## src/rtl/cone_share_arbiter.sv

```systemverilog
// rtl/cone_share_arbiter.sv - round-robin sharing of one 4-input logic cone over a 2-stage pipeline (option: CONE_ACTIVITY_CNT_EN)
module cone_share_arbiter #(
  parameter int NREQ = 4,
  parameter int IDW  = $clog2(NREQ)
) (
  input  logic              clock,
  input  logic              rst_n,
  input  logic [NREQ-1:0]   req_valid,
  input  logic [4*NREQ-1:0] req_data,
  output logic [NREQ-1:0]   req_ready,
  output logic              rsp_valid,
  input  logic              rsp_ready,
  output logic [IDW-1:0]    rsp_id,
  output logic              rsp_bit,
  output logic              busy
`ifdef CONE_ACTIVITY_CNT_EN
  ,
  output logic [15:0]       act_cnt
`endif
);

  // f = (b ^ (a & c)) & (a | (c & d)) with ops = {d,c,b,a}
  function automatic logic cone_f(input logic [3:0] ops);
    return (ops[1] ^ (ops[0] & ops[2])) & (ops[0] | (ops[2] & ops[3]));
  endfunction

  function automatic logic [IDW-1:0] wrap_idx(input logic [IDW-1:0] base, input int offs);
    int s;
    s = int'(base) + offs;
    if (s >= NREQ) s = s - NREQ;
    return s[IDW-1:0];
  endfunction

  logic [IDW-1:0] ptr;
  logic           s1_valid;
  logic [3:0]     s1_ops;
  logic [IDW-1:0] s1_id;
  logic           s2_valid;

  logic           adv;
  logic           gnt_any;
  logic [IDW-1:0] gnt_id;
  logic [IDW-1:0] cand;
  logic           accept;
  logic [3:0]     win_ops;
  logic           cone_res;

  assign adv       = ~s2_valid | rsp_ready;
  assign accept    = rst_n & adv & gnt_any;
  assign win_ops   = req_data[{gnt_id, 2'b00} +: 4];
  assign cone_res  = cone_f(s1_ops);
  assign rsp_valid = s2_valid;
  assign busy      = s1_valid | s2_valid;

  // rotating priority search starting at ptr; the first valid requester wins
  always_comb begin
    gnt_any = 1'b0;
    gnt_id  = '0;
    cand    = '0;
    for (int k = 0; k < NREQ; k++) begin
      cand = wrap_idx(ptr, k);
      if (!gnt_any && req_valid[cand]) begin
        gnt_any = 1'b1;
        gnt_id  = cand;
      end
    end
  end

  // grant is presented only when the pipeline can advance and reset is released
  always_comb begin
    req_ready = '0;
    if (accept) req_ready[gnt_id] = 1'b1;
  end

  // pipeline registers; operands and result hold when not loaded to keep the cone quiet
  always_ff @(posedge clock) begin
    if (!rst_n) begin
      ptr      <= '0;
      s1_valid <= 1'b0;
      s1_ops   <= '0;
      s1_id    <= '0;
      s2_valid <= 1'b0;
      rsp_bit  <= 1'b0;
      rsp_id   <= '0;
    end else if (adv) begin
      s1_valid <= accept;
      if (accept) begin
        s1_ops <= win_ops;
        s1_id  <= gnt_id;
        ptr    <= wrap_idx(gnt_id, 1);
      end
      s2_valid <= s1_valid;
      if (s1_valid) begin
        rsp_bit <= cone_res;
        rsp_id  <= s1_id;
      end
    end
  end

`ifdef CONE_ACTIVITY_CNT_EN
  logic [15:0] op_toggle;

  // saturating toggle counters on the result bit (exported) and on the operand register (internal)
  always_ff @(posedge clock) begin
    if (!rst_n) begin
      act_cnt   <= '0;
      op_toggle <= '0;
    end else if (adv) begin
      if (s1_valid && (cone_res != rsp_bit) && (act_cnt != 16'hFFFF))
        act_cnt <= act_cnt + 16'd1;
      if (accept && (win_ops != s1_ops) && (op_toggle != 16'hFFFF))
        op_toggle <= op_toggle + 16'd1;
    end
  end
`endif

endmodule

```

## config.mk

```make
export PLATFORM = sky130hd
export DESIGN_NAME = cone_share_arbiter
export DESIGN_NICKNAME = d
export VERILOG_FILES = /design/src/rtl/cone_share_arbiter.sv
export SDC_FILE = /design/constraint.sdc
export NUM_CORES = 1
export LEC_CHECK = 0
export BUFFER_PORTS_ARGS = -buffer_cell sky130_fd_sc_hd__buf_2
export CAP_MARGIN = 30
export CORE_MARGIN = 8
export CORE_UTILIZATION = 44
export CTS_BUF_LIST = sky130_fd_sc_hd__clkbuf_4 sky130_fd_sc_hd__clkbuf_8
export DETAILED_ROUTE_END_ITERATION = 10
export PLACE_DENSITY = 0.73
export SLEW_MARGIN = 15
export SYNTH_ARGS = -nofsm -noshare
export SYNTH_HDL_FRONTEND = slang
export SYNTH_SLANG_ARGS = --single-unit
```

## constraint.sdc

```tcl
create_clock -name clock -period 2 [get_ports clock]
set_input_delay 0.4 -clock clock [delete_from_list [all_inputs] [get_ports clock]]
set_output_delay 0.4 -clock clock [all_outputs]
set_load 0.01 [all_outputs]
```

---- Word-level counts from Yosys, hierarchy flattened ----
Index checks and enable logic that the tools add are counted.
operators by class
  add/sub/neg operators ................... 9
  magnitude comparators ................... 11
  shift-type cells ........................ 1
  multiplexer cells ....................... 24
  bitwise gates (word level) .............. 10
  reductions and logical operators ........ 9
operators with widths
  operator               count
  $mux W2                9
  $shiftx A16 B5 Y4      1
  $lt A2 B3 Y1 const B   5
  $ge A3 B3 Y1 const B   4
  $sub A2 B1 Y2 const B  5
  $mux W1                9
  $bmux W1 S2            4
  $add A2 B1 Y3 const B  2
  $add A2 B2 Y3 const B  2
  $and A1 B1 Y1          5
  $logic_and A1 B1 Y1    4
  $mux W4                1
  $reduce_and A2 Y1      2
  $ge A2 B3 Y1 const B   1
  $logic_not A1 Y1       3
  $or A1 B1 Y1           3
  $demux W1 S2           1
  $ge A2 B1 Y1 const B   1
  $not A1 Y1             1
  $xor A1 B1 Y1          1
storage, ports and cells
  register bits after elaboration ......... 13
  input port bits ......................... 23
  output and inout port bits .............. 9
  logic and storage cells ................. 71

---- Depth between registers and ports, before layout ----
Gate-level depths: netlist (run 1).
  depth after elaboration ................. 19
  gate-level depth with buffers ........... 6
  depth with buffers taken out ............ 5

---- Worst setup path before layout (run 1) ----
Ideal clock, no wire load.
  path kind ............................... input-to-output
  start ................................... input req_valid[1]
  end ..................................... output req_ready[3]
  arrival time ............................ 1.340 ns
  data required time ...................... 1.600 ns
  path slack .............................. 0.260 ns
  cell stages on the path ................. 6
  path buffers ............................ 1
  path through ............................ nand2b_4 > a21oi_2 > o32ai_4 > or2_1 > buf_6 > nor2_1
between the ends
  cells in the longest elaborated chain, start to end .. 17
  elaborated cells between the ends (all ways) .. 29
  those cells by class .................... 2 x order compare; 19 x mux; 1 x bitwise; 7 x reduce/logical
RTL lines
  what                                                                       line  text
  start, declared                                                            8     input logic [NREQ-1:0] req_valid,
  $bmux W1 S2                                                                62    if (!gnt_any && req_valid[cand]) begin
  $mux W1 (not written as such)                                              62
  $mux W1                                                                    62
  $logic_not A1 Y1                                                           62
  $logic_and A1 B1 Y1                                                        62
  $mux W1                                                                    62
  $logic_not A1 Y1                                                           62
  $logic_and A1 B1 Y1                                                        62
  $mux W1                                                                    62
  $logic_not A1 Y1                                                           62
  $logic_and A1 B1 Y1                                                        62
  $mux W2                                                                    62
  $lt A2 B3 Y1 (not written as such) / $ge A2 B1 Y1 (equally long branches)  72    if (accept) req_ready[gnt_id] = 1'b1;
  $logic_and A1 B1 Y1 (not written as such)                                  72
  $mux W1 (not written as such)                                              72
  $demux W1 S2                                                               72
  $mux W4 *                                                                  72
  end, declared                                                              10    output logic [NREQ-1:0] req_ready,
Every way passes the cells marked *; elsewhere a longest branch is shown, timed or not. The select of a mux whose other input is x is not followed.

---- Worst setup path after layout (run 1) ----
  start ................................... register ptr[0]
  end ..................................... output req_ready[2]
between the ends
  cells in the longest elaborated chain, start to end .. 19
  elaborated cells between the ends (all ways) .. 44
  those cells by class .................... 7 x add/sub; 6 x order compare; 23 x mux; 1 x bitwise; 7 x reduce/logical
RTL lines
  what                                                    line  text
  start, declared                                         34    logic [IDW-1:0] ptr;
  start signal, assigned                                  90    ptr <= wrap_idx(gnt_id, 1);
  branches (longest 18 deep; another with $add A2 B1 Y3)  n/a
  $mux W4 *                                               72
Mark *: on every way between the ends. The select of a mux whose other input is x is not followed.

==> summary.txt, run 1 <==
Route
  – Avg WL per Cell: ~13 µm
  – Drt via density: 5.03
  – Detailed-router iteration count before antenna repair: 4
  – Total wire length: ~2000 µm
  – Final ANT Viol Nets: 0
  – 1st-iter DRT viols: 11
  – Residual DRC count: 0
  – DR vias: about 760

Cells and area
  – Commonest cells after routing, fill and taps aside: sky130_fd_sc_hd__buf_2 (31), sky130_fd_sc_hd__buf_4 (12), sky130_fd_sc_hd__dfxtp_1 (11)
  – Most common library cell in the layout ignoring fill and taps: sky130_fd_sc_hd__buf_2
  – Share of cells above drive strength 1: a little over half
  – Area growth from synthesis to layout: 33.8%
  – Ant diodes: 0
  – Fill cell count: approximately 160
  – Finished Cell Area: between 1000 and 1500 µm²
  – Number of nets in the layout: about 150
  – End-of-flow core utilization: between 60% and 70%

Floorplanning
  – Effective utilization at floorplan: between 40% and 50%
  – Core region area: approximately 1700 µm²
  – Chip Height: 59.4 µm
  – Chip Width: approximately 59 µm
  – Cell Rows: 15
  – Die footprint: 3530 µm²
  – Number of top-level pins: 32

Critical path
  – Classification of the worst setup path: flop to output port
  – Arrival @ worst endpoint: 1.52 ns
  – Reg-to-reg critical path startpoint: ptr[0]
  – Slack of the worst reg-to-reg path: about 0.41 ns
  – Worst Setup End Kind: output port
  – Worst reg-to-reg path cell count: 7
  – Worst R2R End: s1_ops[3]
  – Required time of the worst setup path: 1.60 ns
  – CP startpoint kind: flop
  – Worst-path fanout max: 4

Hold path
  – Hold worst-path end: s1_ops[2]
  – Class of the most critical hold timing path: input pin to flop
  – Critical hold path startpoint: req_data[6]
  – WHS Path Cells: 3

Synthesis
  – Average cell area after synthesis: 9.86 µm²
  – Proportion of synthesized chip area in sequential cells: 31.4%
  – Number of synthesis warnings: 0
  – Count of different cell masters after synthesis: 33
  – Post-synthesis instance area: around 830 µm²
  – Number of nets produced by synthesis: between 100 and 150
  – Flip-flop and latch count after synthesis: 13
  – Synthesized instance count: 84

Timing
  – Slew HR: a little over four fifths
  – Clock tree skew after final layout: 0.00307 ns
  – Number of max-slew violations in the final report: 0
  – Shortest clock period the worst path allows after layout: roughly 1.9 ns
  – Post-route setup slack: about 0.08 ns
  – Unrepaired setup endpoints after global routing: yes
  – Number of setup violations in the final report: 0
  – Ratio of final minimum period to clock period: ~96%
  – Final Hold Fails: 0
  – Fmax: roughly 520 MHz
  – Least-Margin Pin Slew: 0.249 ns

CTS
  – Clock transition time at the flip-flop clock pins of the worst setup and hold paths: approximately 0.080 ns
  – Clock Root Buffer: sky130_fd_sc_hd__clkbuf_4
  – TritonCTS clock tree: done
  – Number of H-tree levels: 1
  – Clock Path Buffers: 2
  – Clk sink count: 13
  – Number of buffers added by the clock tree synthesis step: 3
  – Clock latency of the later-clocked register in the worst-skew pair: roughly 0.28 ns

Global route
  – Vias in the first global route: around 750
  – Gr usage total: between 10% and 20%
  – Wire length of the first global-routing pass: around 3300 µm
  – Residual overflow from global routing: 0
  – Largest net degree at the start of global routing: 14
  – Initial antenna violation count: 0

Pwr
  – Leakage power summed over all cells: 0.522 nW
  – Cell Pwr Density: between 600 and 700 nW/µm²
  – VDD IR-drop max: 0.419 mV

Placement
  – Placed wire-length estimate after detailed placement: approximately 1600 µm
  – Instance area at placement: about 1000 µm²
  – Gp weighted congestion: roughly 0.75
  – Worst slack at placement: about 0.074 ns
  – IO Port Bufs: 31

Job
  – Max Cap Viol: 0

Run status
  – Status: finished clean
## Yosys cell counts (all sizes together)
master | number | area share, %
nor2b | 4 | 4.2
dfxtp | 13 | 31
mux2i | 8 | 9.7
nor2 | 3 | 1.4
o211a | 1 | 1.2
inv | 2 | 0.91
a21oi | 4 | 2.9
nor3b | 1 | 2.3
o21ai | 3 | 2.3
a21boi | 4 | 3.6
buf | 4 | 5.0
o221ai | 4 | 7.3
o32ai | 1 | 3.3
a31oi | 1 | 1.5
and2b | 1 | 1.1
nand2b | 4 | 4.2
nand2 | 9 | 4.1
nor4 | 1 | 1.5
nand3b | 3 | 2.7
or2 | 2 | 1.5
nand3 | 6 | 3.6
a21o | 1 | 1.1
and2 | 3 | 2.3
o31a | 1 | 1.1
## repair_timing
action                                  in CTS  in global routing
hold buffers                                 0                  0
endpoints found under the setup margin       2                  4
endpoints found under the hold margin        0                  0
gates resized for setup                      2                  2
buffers inserted                             4                  3
pin swaps                                    1                  4
gates cloned                                 0                  0
## state kept, by name, summed over array words and instances, names as in the netlist
name       count
ptr            2
s1_ops         4
rsp_id         2
s1_valid       1
rsp_valid      1
s1_id          2
rsp_bit        1
## cells by family after synthesis
logic type	share of synthesized area (%)
and+or+nand+nor	28.9
AOI/OAI and AO/OA	24.2
DFF	31.4
muxes	9.67
buffers and inverters	5.89
## cell type report
type,instances,area (µm²),share of cell area (%)
Multi-Input combinational cell,65,532,48.0
Clock buffer,4,30.0,2.71
Tap cell,25,31.3,2.82
Sequential cell,13,263,23.7
Timing Repair Buffer,43,245,22.1
Inverter,2,7.51,0.677
## routing by layer
metal	up-vias	share of wire, %	global-route usage (%)
met4	0	1.0	4.10
met2	19	50	20.8
met5	-	0	0
li1	387	-	-
met3	5	4.9	4.77
met1	353	44	12.8
## stage by stage
step	hold slack [ns]	instances	setup TNS (ns)	total power [mW]
detailed placement	0.454	141	0	0.536
floorplan	0.436	84	0	0.474
global route	0.433	152	-0.00893	0.787
CTS	0.413	149	0	0.727
global placement	0.450	141	0	0.531
finish	0.414	152	0	0.737
## report_power, final
part           internal, mW  total [mW]  switching [mW]
clock                0.0910       0.179          0.0882
sequential            0.290       0.316          0.0258
combinational         0.130       0.243           0.112
## worst max-delay path: stages, from the launching register on
cell and delay, ns:
sky130_fd_sc_hd__dfxtp_2 0.33, sky130_fd_sc_hd__nand2b_4 0.13, sky130_fd_sc_hd__a21o_2 0.19, sky130_fd_sc_hd__a31oi_2 0.25, sky130_fd_sc_hd__nor2b_4 0.20, sky130_fd_sc_hd__buf_2 0.13
## how the worst max path moves through the flow
stage | from | to | slack (ns) | cells past startpoint
floorplan | req_valid[1] | req_ready[3] | 0.26 | 6
global placement | req_valid[1] | req_ready[1] | 0.11 | 6
detailed placement | req_valid[1] | req_ready[1] | 0.07 | 6
CTS | ptr[0] | req_ready[1] | 0.01 | 5
global route | ptr[0] | req_ready[1] | -0.007 | 6
finish | ptr[0] | req_ready[2] | 0.08 | 5
Power figures use the tool's default switching activity.
==> inputs of run 2 (changes only) <==
--- a/config.mk
+++ b/config.mk
@@ -5,13 +5,13 @@
 export SDC_FILE = /design/constraint.sdc
 export NUM_CORES = 1
 export LEC_CHECK = 0
-export BUFFER_PORTS_ARGS = -buffer_cell sky130_fd_sc_hd__buf_2
 export CAP_MARGIN = 30
 export CORE_MARGIN = 8
 export CORE_UTILIZATION = 44
 export CTS_BUF_LIST = sky130_fd_sc_hd__clkbuf_4 sky130_fd_sc_hd__clkbuf_8
 export DETAILED_ROUTE_END_ITERATION = 10
-export PLACE_DENSITY = 0.73
+export DONT_BUFFER_PORTS = 1
+export PLACE_DENSITY = 0.59
 export SLEW_MARGIN = 15
 export SYNTH_ARGS = -nofsm -noshare
 export SYNTH_HDL_FRONTEND = slang
==> summary.txt, run 2 (synthesized netlist as in run 1, its figures left out) <==
CTS
  – Clock transition time at the flip-flop clock pins of the worst setup and hold paths: 0.07 ns (was 0.08 ns)
  – Number of H-tree levels: 1 (unchanged)
  – Clock Path Buffers: 2 (unchanged)
  – TritonCTS clock tree: done (unchanged)
  – Number of hold buffers added after cts: 0 (unchanged)
  – Clock Root Buffer: sky130_fd_sc_hd__clkbuf_4 (unchanged)
  – Clk sink count: 13 (unchanged)
  – Number of buffers added by the clock tree synthesis step: 3 (unchanged)
  – Clock latency of the later-clocked register in the worst-skew pair: 0.27 ns (was 0.28 ns)

Route
  – Avg WL per Cell: 16.4 µm (was 13.3 µm)
  – Final ANT Viol Nets: 0 (unchanged)
  – Total wire length: 1850 µm (was 2020 µm)
  – Residual DRC count: 0 (unchanged)
  – 1st-iter DRT viols: 6 (was 11)
  – Detailed-router iteration count before antenna repair: 2 (was 4)
  – DR vias: 622 (was 764)
  – Drt via density: 5.50 (was 5.03)

Timing
  – Fmax: 529 MHz (was 521 MHz)
  – Post-route setup slack: 0.108 ns (was 0.0801 ns)
  – Sum Neg Setup Slack: 0 ns (unchanged)
  – Unrepaired setup endpoints after global routing: no (was yes)
  – Ratio of final minimum period to clock period: 94.6% (was 96.0%)
  – Number of max-slew violations in the final report: 0 (unchanged)
  – Shortest clock period the worst path allows after layout: 1.89 ns (was 1.92 ns)
  – Clock tree skew after final layout: 0.00351 ns (was 0.00307 ns)
  – Final Hold Fails: 0 (unchanged)
  – Least-Margin Pin Slew: 0.366 ns (was 0.249 ns)
  – Slew HR: 75.6% (was 83.3%)
  – Number of setup violations in the final report: 0 (unchanged)

Placement
  – Placed wire-length estimate after detailed placement: 1460 µm (was 1570 µm)
  – IO Port Bufs: 0 (was 31)
  – Gp weighted congestion: 0.776 (was 0.750)
  – Worst slack at placement: 0.288 ns (was 0.0738 ns)

Critical path
  – Peak per-stage delay on the critical path: 0.34 ns (was 0.33 ns)
  – CP startpoint kind: flop (unchanged)
  – Classification of the worst setup path: flop to output port (unchanged)
  – Slack of the worst reg-to-reg path: 0.40 ns (was 0.41 ns)
  – Worst R2R End: s1_ops[3] (unchanged)
  – Worst-path fanout max: 5 (was 4)
  – Critical-path top delay cell: sky130_fd_sc_hd__dfxtp_2 (unchanged)
  – Arrival @ worst endpoint: 1.49 ns (was 1.52 ns)
  – Worst Setup End Kind: output port (unchanged)
  – Reg-to-reg critical path startpoint: ptr[0] (unchanged)
  – Worst path cell trace: nand2b_1 > and2b_2 > o32ai_4 > nor3b_4 (was nand2b_4 > a21o_2 > a31oi_2 > nor2b_4 > buf_2)
  – Required time of the worst setup path: 1.60 ns (about the same)
  – Worst reg-to-reg path cell count: 6 (was 7)

Floorplanning
  – Core region area: 1750 µm² (unchanged)
  – Die footprint: 3530 µm² (unchanged)
  – Chip Height: 59.4 µm (unchanged)
  – Chip Width: 59.4 µm (unchanged)
  – Number of top-level pins: 32 (unchanged)
  – Effective utilization at floorplan: 47.5% (unchanged)
  – Cell Rows: 15 (unchanged)

Cells and area
  – Area growth from synthesis to layout: 6.65% (was 33.8%)
  – Ant diodes: 0 (unchanged)
  – Number of nets in the layout: 112 (was 151)
  – Register with the most flip-flops: s1_ops (unchanged)
  – Flip-flop count of the largest register, all copies and words added: 4 (unchanged)
  – Most common library cell in the layout ignoring fill and taps: sky130_fd_sc_hd__dfxtp_1 (was sky130_fd_sc_hd__buf_2)
  – Commonest cells after routing, fill and taps aside: sky130_fd_sc_hd__dfxtp_1 (11), sky130_fd_sc_hd__nand2_1 (9), sky130_fd_sc_hd__mux2i_1 (8) (was sky130_fd_sc_hd__buf_2 (31), sky130_fd_sc_hd__buf_4 (12), sky130_fd_sc_hd__dfxtp_1 (11))
  – Share of cells above drive strength 1: 31.8% (was 52.8%)

Pwr
  – Cell Pwr Density: 750 nW/µm² (was 665 nW/µm²)
  – Leakage power summed over all cells: 0.343 nW (was 0.522 nW)
  – VDD IR-drop max: 0.691 mV (was 0.419 mV)

Global route
  – Residual overflow from global routing: 0 (unchanged)
  – Vias in the first global route: 688 (was 752)
  – Initial antenna violation count: 0 (unchanged)
  – Wire length of the first global-routing pass: 3050 µm (was 3260 µm)
  – Gr usage total: 11.1% (was 12.0%)
  – Largest net degree at the start of global routing: 15 (was 14)

Hold path
  – Class of the most critical hold timing path: input pin to flop (unchanged)
  – Hold worst-path end: ptr[1] (was s1_ops[2])
  – Critical hold path startpoint: rst_n (was req_data[6])
  – WHS Path Cells: 1 (was 3)

Job
  – Max Cap Viol: 0 (unchanged)

Run status
  – Status: finished clean (unchanged)
[run 2: final cells by class]
| cell class | count | area, µm² |
|---|---|---|
| Sequential cell | 13 | 263 |
| Inverter | 2 | 7.51 |
| Timing Repair Buffer | 4 | 30.0 |
| Clock buffer | 4 | 30.0 |
| Multi-Input combinational cell | 65 | 522 |
| Fill cell | 187 | 862 |
| Tap cell | 25 | 31.3 |
[run 2: worst max path at each step]
stage            startpoint      endpoint  slack [ns]
2_1_floorplan  req_valid[1]  req_ready[3]        0.26
3_3_place_gp   req_valid[1]  req_ready[3]        0.30
3_5_place_dp   req_valid[1]  req_ready[3]        0.29
4_1_cts              ptr[0]  req_ready[3]        0.01
5_1_grt              ptr[0]  req_ready[1]       0.002
6_report             ptr[0]  req_ready[1]        0.11
[run 2: report_power, final]
| part | internal, mW | switching [mW] |
|---|---|---|
| clock | 0.0908 | 0.0818 |
| combinational | 0.0855 | 0.0867 |
| sequential | 0.290 | 0.0275 |
| total | 0.466 | 0.196 |
[run 2: metal layers]
layer  vias to the layer above  part of all wire [%]  GRT usage (%)
met5                         -                     0              0
met4                         0                  0.97           4.10
met3                         2                    11           6.51
met2                        17                    53           19.6
met1                       294                    35           10.4
li1                        309                     -              -
[run 2: timing repair]
| item | 4_1_cts | 5_1_grt |
|---|---|---|
| resized for setup | 0 | 3 |
| endpoints found under the setup margin | 0 | 3 |
| setup buffers | 0 | 0 |
[run 2: metrics by stage]
| step | total power [mW] | util, % | hold slack (ns) | cell area, µm² | std cells |
|---|---|---|---|---|---|
| 6_report | 0.662 | 50.6 | 0.244 | 883 | 113 |
| 3_3_place_gp | 0.491 | 48.6 | 0.446 | 848 | 109 |
| 2_1_floorplan | 0.474 | - | 0.436 | 828 | 84 |
| 5_1_grt | 0.706 | 50.6 | 0.218 | 883 | 113 |
| 4_1_cts | 0.672 | 50.3 | 0.237 | 878 | 113 |
| 3_5_place_dp | 0.496 | 48.6 | 0.455 | 848 | 109 |
[run 2: worst max-delay path, delay by kind of cell, from the launching register on]
family / cells / cell delay (ns)
AOI/OAI and AO/OA: 1 / 0.19
and+or+nand+nor: 3 / 0.69
DFF: 1 / 0.34
==> inputs of run 3 (changes only) <==
--- a/config.mk
+++ b/config.mk
@@ -11,6 +11,7 @@
 export CTS_BUF_LIST = sky130_fd_sc_hd__clkbuf_4 sky130_fd_sc_hd__clkbuf_8
 export DETAILED_ROUTE_END_ITERATION = 10
 export DONT_BUFFER_PORTS = 1
+export GPL_TIMING_DRIVEN = 0
 export PLACE_DENSITY = 0.59
 export SLEW_MARGIN = 15
 export SYNTH_ARGS = -nofsm -noshare
==> constraint.sdc (replaced) <==
create_clock -name clock -period 2 [get_ports clock]
set_input_delay 0.4 -clock clock [delete_from_list [all_inputs] [get_ports clock]]
set_output_delay 0.4 -clock clock [all_outputs]
set_load 0.05 [all_outputs]
==> summary.txt, run 3 (synthesized netlist as in run 1, its figures left out) <==
Placement
  – IO Port Bufs: 0 (unchanged)
  – Worst slack at placement: -0.0938 ns (was 0.288 ns)
  – Instance area at placement: 867 µm² (was 848 µm²)
  – Placed wire-length estimate after detailed placement: 1340 µm (was 1460 µm)
  – Gp weighted congestion: 0.742 (was 0.776)

Pwr
  – Combinational group share of total power: 32.0% (was 26.0%)
  – Cell Pwr Density: 755 nW/µm² (was 750 nW/µm²)
  – Internal Power: 0.496 mW (was 0.466 mW)
  – Clock share of power: 23.1% (was 26.1%)
  – Total design power: 0.739 mW (was 0.662 mW)
  – Leakage power summed over all cells: 0.393 nW (was 0.343 nW)
  – Switching Power: 0.243 mW (was 0.196 mW)
  – Sequential share of power: 44.9% (was 47.9%)
  – Switching power as a share of total power: 32.9% (was 29.6%)
  – VDD IR-drop max: 0.502 mV (was 0.691 mV)

Floorplanning
  – Chip Height: 59.4 µm (unchanged)
  – Core region area: 1750 µm² (unchanged)
  – Die footprint: 3530 µm² (unchanged)
  – Effective utilization at floorplan: 47.5% (unchanged)
  – Chip Width: 59.4 µm (unchanged)
  – Number of top-level pins: 32 (unchanged)
  – Cell Rows: 15 (unchanged)

Route
  – 1st-iter DRT viols: 7 (was 6)
  – DR vias: 640 (was 622)
  – Total wire length: 1790 µm (was 1850 µm)
  – Detailed-router iteration count before antenna repair: 4 (was 2)
  – Residual DRC count: 0 (unchanged)
  – Avg WL per Cell: 14.9 µm (was 16.4 µm)
  – Drt via density: 5.33 (was 5.50)
  – Final ANT Viol Nets: 0 (unchanged)

Cells and area
  – Share of cells above drive strength 1: 42.1% (was 31.8%)
  – Area growth from synthesis to layout: 18.1% (was 6.65%)
  – Register with the most flip-flops: s1_ops (unchanged)
  – Most common library cell in the layout ignoring fill and taps: sky130_fd_sc_hd__dfxtp_1 (unchanged)
  – Commonest cells after routing, fill and taps aside: sky130_fd_sc_hd__dfxtp_1 (10), sky130_fd_sc_hd__nand2_1 (9), sky130_fd_sc_hd__buf_4 (8), sky130_fd_sc_hd__mux2i_1 (8), sky130_fd_sc_hd__nand3_1 (6) (was sky130_fd_sc_hd__dfxtp_1 (11), sky130_fd_sc_hd__nand2_1 (9), sky130_fd_sc_hd__mux2i_1 (8))
  – Number of nets in the layout: 119 (was 112)
  – Fill cell count: 168 (was 187)
  – Ant diodes: 0 (unchanged)
  – Finished Cell Area: 978 µm² (was 883 µm²)
  – Flip-flop count of the largest register, all copies and words added: 4 (unchanged)

Timing
  – Post-route setup slack: -0.0943 ns (was 0.108 ns)
  – Number of max-slew violations in the final report: 0 (unchanged)
  – Least-Margin Pin Slew: 0.615 ns (was 0.366 ns)
  – Slew HR: 58.9% (was 75.6%)
  – Shortest clock period the worst path allows after layout: 2.09 ns (was 1.89 ns)
  – Fmax: 477 MHz (was 529 MHz)
  – Ratio of final minimum period to clock period: 105% (was 94.6%)
  – Sum Neg Setup Slack: -0.157 ns (was 0 ns)
  – Clock tree skew after final layout: 0.00322 ns (was 0.00351 ns)
  – Hold WS: 0.271 ns (was 0.244 ns)
  – Unrepaired setup endpoints after global routing: yes (was no)
  – Number of setup violations in the final report: 2 (was 0)
  – Final Hold Fails: 0 (unchanged)

Critical path
  – Arrival @ worst endpoint: 1.69 ns (was 1.49 ns)
  – Peak per-stage delay on the critical path: 0.60 ns (was 0.34 ns)
  – Largest delay contributor family on the critical path: simple AND/OR/NAND/NOR gates (unchanged)
  – Worst-path fanout max: 3 (was 5)
  – Classification of the worst setup path: flop to output port (unchanged)
  – Buf+Inv Stages, Crit Path: 0 (unchanged)
  – Required time of the worst setup path: 1.60 ns (about the same)
  – Worst path cell trace: nand2b_4 > and2b_2 > o32ai_4 > nor3b_4 (was nand2b_1 > and2b_2 > o32ai_4 > nor3b_4)
  – Worst Setup End Kind: output port (unchanged)
  – CP startpoint kind: flop (unchanged)
  – Critical-path top delay cell: sky130_fd_sc_hd__nor3b_4 (was sky130_fd_sc_hd__dfxtp_2)

Job
  – Max Cap Viol: 0 (unchanged)

CTS
  – TritonCTS clock tree: done (unchanged)
  – Number of H-tree levels: 1 (unchanged)
  – Number of buffers added by the clock tree synthesis step: 3 (unchanged)
  – Clock transition time at the flip-flop clock pins of the worst setup and hold paths: 0.07 ns (about the same)
  – Clock Path Buffers: 2 (unchanged)
  – Clock Root Buffer: sky130_fd_sc_hd__clkbuf_4 (unchanged)
  – Clock latency of the later-clocked register in the worst-skew pair: 0.27 ns (about the same)
  – Clk sink count: 13 (unchanged)

Global route
  – Vias in the first global route: 645 (was 688)
  – Wire length of the first global-routing pass: 2860 µm (was 3050 µm)
  – Largest net degree at the start of global routing: 11 (was 15)
  – Initial antenna violation count: 0 (unchanged)
  – Gr usage total: 10.6% (was 11.1%)
  – Residual overflow from global routing: 0 (unchanged)

Hold path
  – Class of the most critical hold timing path: input pin to flop (unchanged)

Run status
  – Status: finished, violations left (was finished clean)
  – Failing checks: setup timing
==> run 3: timing repair <==
action | 4_1_cts | 5_1_grt
hold buffers | 0 | 0
endpoints found under the setup margin | 4 | 4
pin swaps | 5 | 4
buffers inserted | 5 | 3
endpoints found under the hold margin | 0 | 0
resized for setup | 8 | 3
==> run 3: layout make-up <==
| type | instances | area (µm²) | share of cell area [%] |
|---|---|---|---|
| Buffer | 3 | 30.0 | 3.07 |
| Clock buffer | 4 | 30.0 | 3.07 |
| Inverter | 2 | 7.51 | 0.767 |
| Multi-Input combinational cell | 65 | 547 | 55.9 |
| Sequential cell | 13 | 269 | 27.5 |
| Tap cell | 25 | 31.3 | 3.20 |
| Timing Repair Buffer | 8 | 63.8 | 6.52 |
==> run 3: metrics by stage <==
step                      utilization, %  std cells
after detailed placement            49.7        109
after global placement              49.7        109
after global routing                56.1        120
after CTS                           55.0        118
after floorplan                        -         84
final                               56.1        120
==> run 3: path summary, 6_finish.rpt <==
kind | start | endpoint | slack (ns) | depth (start not counted)
setup reg to reg | ptr[0] | ptr[1] | 0.31 | 5
hold reg to reg | s1_id[0] | s1_id[0] | 0.46 | 2
hold / removal | rst_n | s1_id[0] | 0.27 | 2
setup / recovery | ptr[0] | req_ready[1] | -0.09 | 4
==> run 3: metal layers <==
metal / track usage (%) / routed length [µm]
met5: 0 / 0
met4: 3.07 / 21
met3: 5.64 / 148
met2: 18.5 / 921
met1: 10.4 / 694
==> run 3: power by group through the flow <==
stage / Sequential, mW / Combinational (mW) / Clock (mW)
final: 0.332 / 0.237 / 0.171
after detailed placement: 0.338 / 0.208 / 0
after global placement: 0.337 / 0.205 / 0
after global routing: 0.338 / 0.258 / 0.189
after floorplan: 0.331 / 0.186 / 0
after CTS: 0.332 / 0.226 / 0.180
